`src/rtl/seq_detector_param.sv`:
```
// Purpose : parametrised serial bit-pattern detector with a run-time reloadable pattern.
// Latency : z is combinational (same cycle as the last bit); z_q and match_cnt follow one cycle later.
// Backpr. : none; en=0 stalls the detector and holds the history, and the bits on either side are contiguous.
//
// Ports
//   clk        rising-edge clock
//   rst        asynchronous reset, active-low
//   en         x carries a valid bit this cycle
//   x          serial data bit
//   overlap    1 = overlapping detection, 0 = non-overlapping (sampled on the match cycle)
//   pat_load   load pat_in as the active pattern; the x of that cycle is discarded
//   pat_in     new pattern, MSB matched first
//   cnt_clr    synchronous clear of match_cnt (wins over a coincident match)
//   z          Mealy match pulse
//   z_q        z registered
//   match_cnt  saturating match counter
module seq_detector_param #(
  parameter int              N       = 3,
  parameter logic [N-1:0]    PATTERN = 3'b101,
  parameter int              CNT_W   = 8
) (
  input  logic             clk,
  input  logic             rst,
  input  logic             en,
  input  logic             x,
  input  logic             overlap,
  input  logic             pat_load,
  input  logic [N-1:0]     pat_in,
  input  logic             cnt_clr,
  output logic             z,
  output logic             z_q,
  output logic [CNT_W-1:0] match_cnt
);

  // fill counts valid history bits 0..N-1; N-1 history bits plus the
  // incoming x form a full N-bit candidate.
  localparam int                FILL_W   = (N > 2) ? $clog2(N) : 1;
  localparam logic [FILL_W-1:0] FILL_MAX = FILL_W'(N - 1);
  localparam logic [CNT_W-1:0]  CNT_MAX  = '1;

  logic [N-1:0]      pat_q,  pat_d;
  logic [N-1:0]      hist_q, hist_d;
  logic [FILL_W-1:0] fill_q, fill_d;
  logic              z_d;
  logic [CNT_W-1:0]  cnt_q,  cnt_d;
  logic [N-1:0]      cand;

  // Candidate word: the N-1 most recent accepted bits followed by the current x.
  assign cand = {hist_q[N-2:0], x};

  // A load cycle never matches, so a stale candidate cannot fire against either pattern.
  assign z_d = en & ~pat_load & (fill_q == FILL_MAX) & (cand == pat_q);

  always_comb begin
    pat_d  = pat_q;
    hist_d = hist_q;
    fill_d = fill_q;
    if (pat_load) begin
      pat_d  = pat_in;
      hist_d = '0;
      fill_d = '0;
    end else if (en) begin
      hist_d = cand;
      if (z_d && !overlap) begin
        // Non-overlapping: the matched bits are consumed, N fresh bits needed.
        fill_d = '0;
      end else if (fill_q != FILL_MAX) begin
        fill_d = fill_q + 1'b1;
      end
    end
  end

  always_comb begin
    cnt_d = cnt_q;
    if (cnt_clr) begin
      cnt_d = '0;
    end else if (z_d && (cnt_q != CNT_MAX)) begin
      cnt_d = cnt_q + 1'b1;
    end
  end

  always_ff @(posedge clk or negedge rst) begin
    if (!rst) begin
      pat_q  <= PATTERN;
      hist_q <= '0;
      fill_q <= '0;
      z_q    <= 1'b0;
      cnt_q  <= '0;
    end else begin
      pat_q  <= pat_d;
      hist_q <= hist_d;
      fill_q <= fill_d;
      z_q    <= z_d;
      cnt_q  <= cnt_d;
    end
  end

  assign z         = z_d;
  assign match_cnt = cnt_q;

endmodule

```
`config.mk`:
```
export PLATFORM = sky130hd
export DESIGN_NAME = seq_detector_param
export DESIGN_NICKNAME = d
export VERILOG_FILES = /design/src/rtl/seq_detector_param.sv
export SDC_FILE = /design/constraint.sdc
export NUM_CORES = 1
export LEC_CHECK = 0
export BUFFER_PORTS_ARGS = -buffer_cell sky130_fd_sc_hd__buf_2
export CELL_PAD_IN_SITES_DETAIL_PLACEMENT = 1
export CELL_PAD_IN_SITES_GLOBAL_PLACEMENT = 1
export CORE_MARGIN = 4
export CORE_UTILIZATION = 40
export DETAILED_ROUTE_END_ITERATION = 16
export PLACE_DENSITY = 0.81
export SLEW_MARGIN = 5
export SYNTH_ARGS = -nofsm -noshare
export SYNTH_HDL_FRONTEND = slang
export SYNTH_SLANG_ARGS = --single-unit
```
`constraint.sdc`:
```
create_clock -name clk -period 6.1 [get_ports clk]
set_clock_uncertainty 0.2 [all_clocks]
set_input_delay 0.305 -clock clk [delete_from_list [all_inputs] [get_ports clk]]
set_output_delay 0.305 -clock clk [all_outputs]
set_load 0.1 [all_outputs]
```
Word level (Yosys, flattened, before mapping)
Index checks and enable logic that the tools add are counted.
{"block": "word_totals", "regBits": 16, "word_cells": 30}
{"block": "classes", "n_addsub": 2, "n_eq_ne": 4, "n_mux": 8, "bitwise_logic": 4, "n_reduce_logical": 7}
{"op": "$mux 8", "count": 2}
{"op": "$mux 2", "count": 6}
{"op": "$add 8x1->8 const B", "count": 1}
{"op": "$ne 8x8->1 const B", "count": 1}
{"op": "$reduce_bool 2->1", "count": 2}
{"op": "$and 1x1->1", "count": 3}
{"op": "$eq 3x3->1", "count": 1}
{"op": "$reduce_bool 3->1", "count": 1}
{"op": "$add 2x1->2 const B", "count": 1}
{"op": "$eq 2x2->1 const B", "count": 1}
{"op": "$logic_and 1x1->1", "count": 2}
{"op": "$ne 2x2->1 const B", "count": 1}
{"op": "$reduce_and 2->1", "count": 1}
{"op": "$logic_not 1->1", "count": 1}
{"op": "$not 1->1", "count": 1}

Longest topological paths before layout
{"block": "logic_depth", "depth_word": 8, "depth_mapped": 7, "ltp_nobuf": 6}

Worst setup path after synthesis
Ideal clock, no wire load.
{"block": "synth_timing", "path_type": "flip-flop to flip-flop", "from": "reg cnt_q[0], in the netlist match_cnt[0]", "to": "reg cnt_q[2], in the netlist match_cnt[2]", "t_arrival_ns": 2.098, "required_time_ns": 5.772, "setup_slack_ns": 3.675, "stages_incl_launch_ff": 6, "synth_period_minus_slack_ns": 2.425, "cell_sequence": "dfrtp_1 -> ha_1 -> nand3_1 -> nor2_1 -> nor3b_1 -> mux2_1"}
{"block": "synth_between", "elab_chain_len": 3, "elab_cells_between_ends": 6, "classes_between": "add/sub (1); eq/ne (1); mux (2); reduce/logical (2)"}
{"item": "from (decl)", "line": "45", "source": "logic [CNT_W-1:0] cnt_q, cnt_d;"}
{"item": "from (signal assigned)", "line": "94", "source": "cnt_q <= cnt_d;"}
{"item": "$add 8x1->8 or $ne 8x8->1 (tied branches)", "line": "78, 77"}
{"item": "$mux 8 or $logic_and 1x1->1 (tied branches)", "line": "77", "source": "end else if (z_d && (cnt_q != CNT_MAX)) begin"}
{"item": "$mux 8 or $reduce_bool 2->1 (tied branches)"}
Parallel ways exist; a longest one is shown, timed or not. The select of a mux whose other input is x is not followed.
A chain may end at the register's enable or synchronous reset.

Final worst setup path
{"block": "layout_timing", "from": "reg fill_q[0]", "to": "out z"}
{"block": "layout_between", "elab_chain_len": 3}
{"item": "from (decl)", "line": "43", "source": "logic [FILL_W-1:0] fill_q, fill_d;"}
{"item": "from (signal assigned)", "line": "92", "source": "fill_q <= fill_d;"}
{"item": "$eq 2x2->1", "line": "52", "source": "assign z_d = en & ~pat_load & (fill_q == FILL_MAX) & (cand == pat_q);"}
{"item": "$and 1x1->1 (2 in series)", "line": "52"}
{"item": "to (decl)", "line": "30", "source": "output logic z,"}
Every way passes these cells.

==> flow_summary.yaml <==
global_routing:
  grt_max_degree: 17
  first_global_vias: 720
  grtUsageTotal_pct: 15.7
  grt_overflow: 0
  antenna_found_initial: 0
  grt_pass1_wl_mm: 3.33
yosys:
  synth_nets: 95
  synth.distinct_cells: 30
  async_reset_ff_share_pct: 100
  synth_area_leaders: "dfrtp_1 40%, dfstp_2 6.0%, xnor2_2 5.6%, a21oi_1 4.0%, mux2_2 3.8%"
  yosys-top-cells-count: "14 x dfrtp_1, 7 x a21oi_1, 7 x nor2_1"
  ys_seq_area_share_pct: 45.9
  synth_edf_count: 0
  netlist.area_leader.share_pct: 39.9
  yosysMostFrequentCell: "dfrtp_1"
  avgSynthCellArea_sq_um: 10.6
  syn_area_sq_um: 878
  syn_inst: 83
  synth-seq-cells: 16
  synth_top_area_cell: "dfrtp_1"
  ys.flop_type: "dfrtp_1"
  ys_warn_count: 0
power_and_ir_drop:
  finalPower_w: 0.000212
  static-leakage-power_nw: 0.494
  vdd_drop_max_mv: 0.118
  p_per_area_mw_per_mm2: 206
routing:
  vias_per_cell: 5.58
  routedWlPerCell_um: 15.5
  dr.pass1.iters: 4
  drc: 0
  vias: 726
  routed_wl_mm: 2.01
  ant_nets: 0
  drt_iter0_drc: 10
sta:
  final.min_clock_period_ns: 2.67
  final-max-slew-violation-count: 0
  fmax_mhz: 374
  setup_slack_ns: 3.43
  slew_headroom_pct: 58.6
  hold_viol: 0
  worstMarginPinSlew_ns: 0.619
  timing.final.crit_share_pct: 43.8
  rsz0062_at_grt: "no"
  finalSetupViolations: 0
  fin_hold_ws_ns: 0.0464
  tns_ns: 0
clock_tree:
  cts_made_buffers: 3
  path_clk_slew_ns: 0.10
  clk_path_buf_depth: 2
  post_cts_resized: 0
  cts_root_buf: "clkbuf_4"
  worstSkewPairLatency_ns: 0.29
  clock_sinks: 16
  cts_tree: "built"
  htree_levels: 1
critical_path:
  arrival_ns: 2.17
  setup.worst_path.start_class: "flip-flop"
  cp-end-kind: "primary output"
  crit_buf_inv: 3
  r2r_slack_ns: 3.76
  cpMostUsedCell: "inv_1"
  max_stage_delay_ns: 0.44
  worstPathCellList: "inv_1 > ha_1 > and3b_1 > nand4_2 > inv_1 > buf_2"
  crit_family: "buffers and inverters"
  crit_required_ns: 5.59
  crit_type: "flip-flop to primary output"
  cp_max_fo: 15
  crit_slowest_cell: "buf_2"
floorplanning:
  ios: 20
  rows: 16
  die_y_um: 54.9
  core_area_sq_mm: 0.00202
  dieArea_sq_mm: 0.00301
  initial_utilization_pct: 43.4
  die_w_um: 54.9
min_path:
  min-delay-path-class: "primary input to flip-flop"
placed_design:
  io_buffers: 19
  dp.cells: 125
  dp_slack_ns: 3.77
  gp_congestion: 0.762
  dpl.hpwl_mm: 1.39
layout:
  finalNetCount: 116
  area_growth_syn_to_layout_pct: 17.1
  num_antenna_cells: 0
  drive_above_1_share_pct: 31.1
  layout.cells.non_filler: 130
run_status:
  status: "finished, final reports clean"
run:
  max-cap-violations: 0
[sequential cells by signal (all words and copies together), names as in the netlist]
signal	count
hist_q	2
match_cnt	8
z_q	1
pat_q	3
fill_q	2
[repair_timing]
item	4_1_cts	5_1_grt
hold buffers	1	0
setup buffers	0	0
endpoints found under the hold margin	14	0
[cell usage in the layout, fill, tap and decap left out, types with 2 or more instances in the layout]
| cell type | count |
|---|---|
| buf_2 | 19 |
| dfrtp_1 | 14 |
| nor2_1 | 7 |
| a21oi_1 | 7 |
| nand3_1 | 5 |
| or4_1 | 4 |
| xnor2_2 | 3 |
| inv_1 | 3 |
| nand2_1 | 3 |
| o21ai_0 | 3 |
| nor2b_1 | 3 |
| mux2_2 | 3 |
| clkbuf_4 | 3 |
| and3b_1 | 2 |
| mux2i_1 | 2 |
| nand4_1 | 2 |
| o41ai_1 | 2 |
| mux2_1 | 2 |
| o31ai_1 | 2 |
| ha_1 | 2 |
| dfstp_2 | 2 |
[metal layers]
layer	global-route usage, %	vias up	wire length [um]
met5	0	-	0
met4	4.98	0	13
met3	3.27	2	70
met2	26.2	14	1010
met1	20.1	362	915
li1	-	348	-
[path summary, 6_finish.rpt]
kind / from / endpoint / cells after the start
max: fill_q[0] / z / 6
min: pat_in[1] / pat_q[1] / 2
max reg2reg: fill_q[0] / match_cnt[5] / 6
min reg2reg: match_cnt[6] / match_cnt[6] / 2
max in group asynchronous: rst / pat_q[0] / 2
min in group asynchronous: rst / match_cnt[5] / 2
[per-stage QoR]
| stage | util [%] | area [sq um] |
|---|---|---|
| after floorplan | - | 878 |
| after global routing | 50.9 | 1030 |
| final | 50.9 | 1030 |
| after detailed placement | 48.6 | 982 |
| after global placement | 48.6 | 982 |
| after CTS | 50.9 | 1030 |
[power by group]
| group | internal, W | leakage (nW) | total [W] | switching (W) |
|---|---|---|---|---|
| sequential | 0.000111 | 0.212 | 0.000115 | 0.00000373 |
| combinational | 0.0000119 | 0.261 | 0.0000248 | 0.0000129 |
| clock | 0.0000363 | 0.0210 | 0.0000725 | 0.0000362 |
| total | 0.000159 | 0.494 | 0.000212 | 0.0000528 |
[cell type report]
type	count	area (sq um)
multi-input cells	60	439
fillers	238	993
clock buffers	4	36.3
well taps	27	33.8
flip-flops and latches	16	403
inverters	3	11.3
repair buffers	20	105
[kinds of logic (layout without fill, tap and decap cells)]
logic type      count (synthesis)  in the layout  share of synthesized area (%)
flops                          16             16                           45.9
buf+inv                         7             27                           4.13
fa+ha+maj                       2              2                           2.85
xor+xnor                        3              3                           5.56
simple gates                   33             33                           22.5
compound gates                 15             15                           10.4
mux                             7              7                           8.69
No activity file was read; power rests on OpenSTA's default activity.
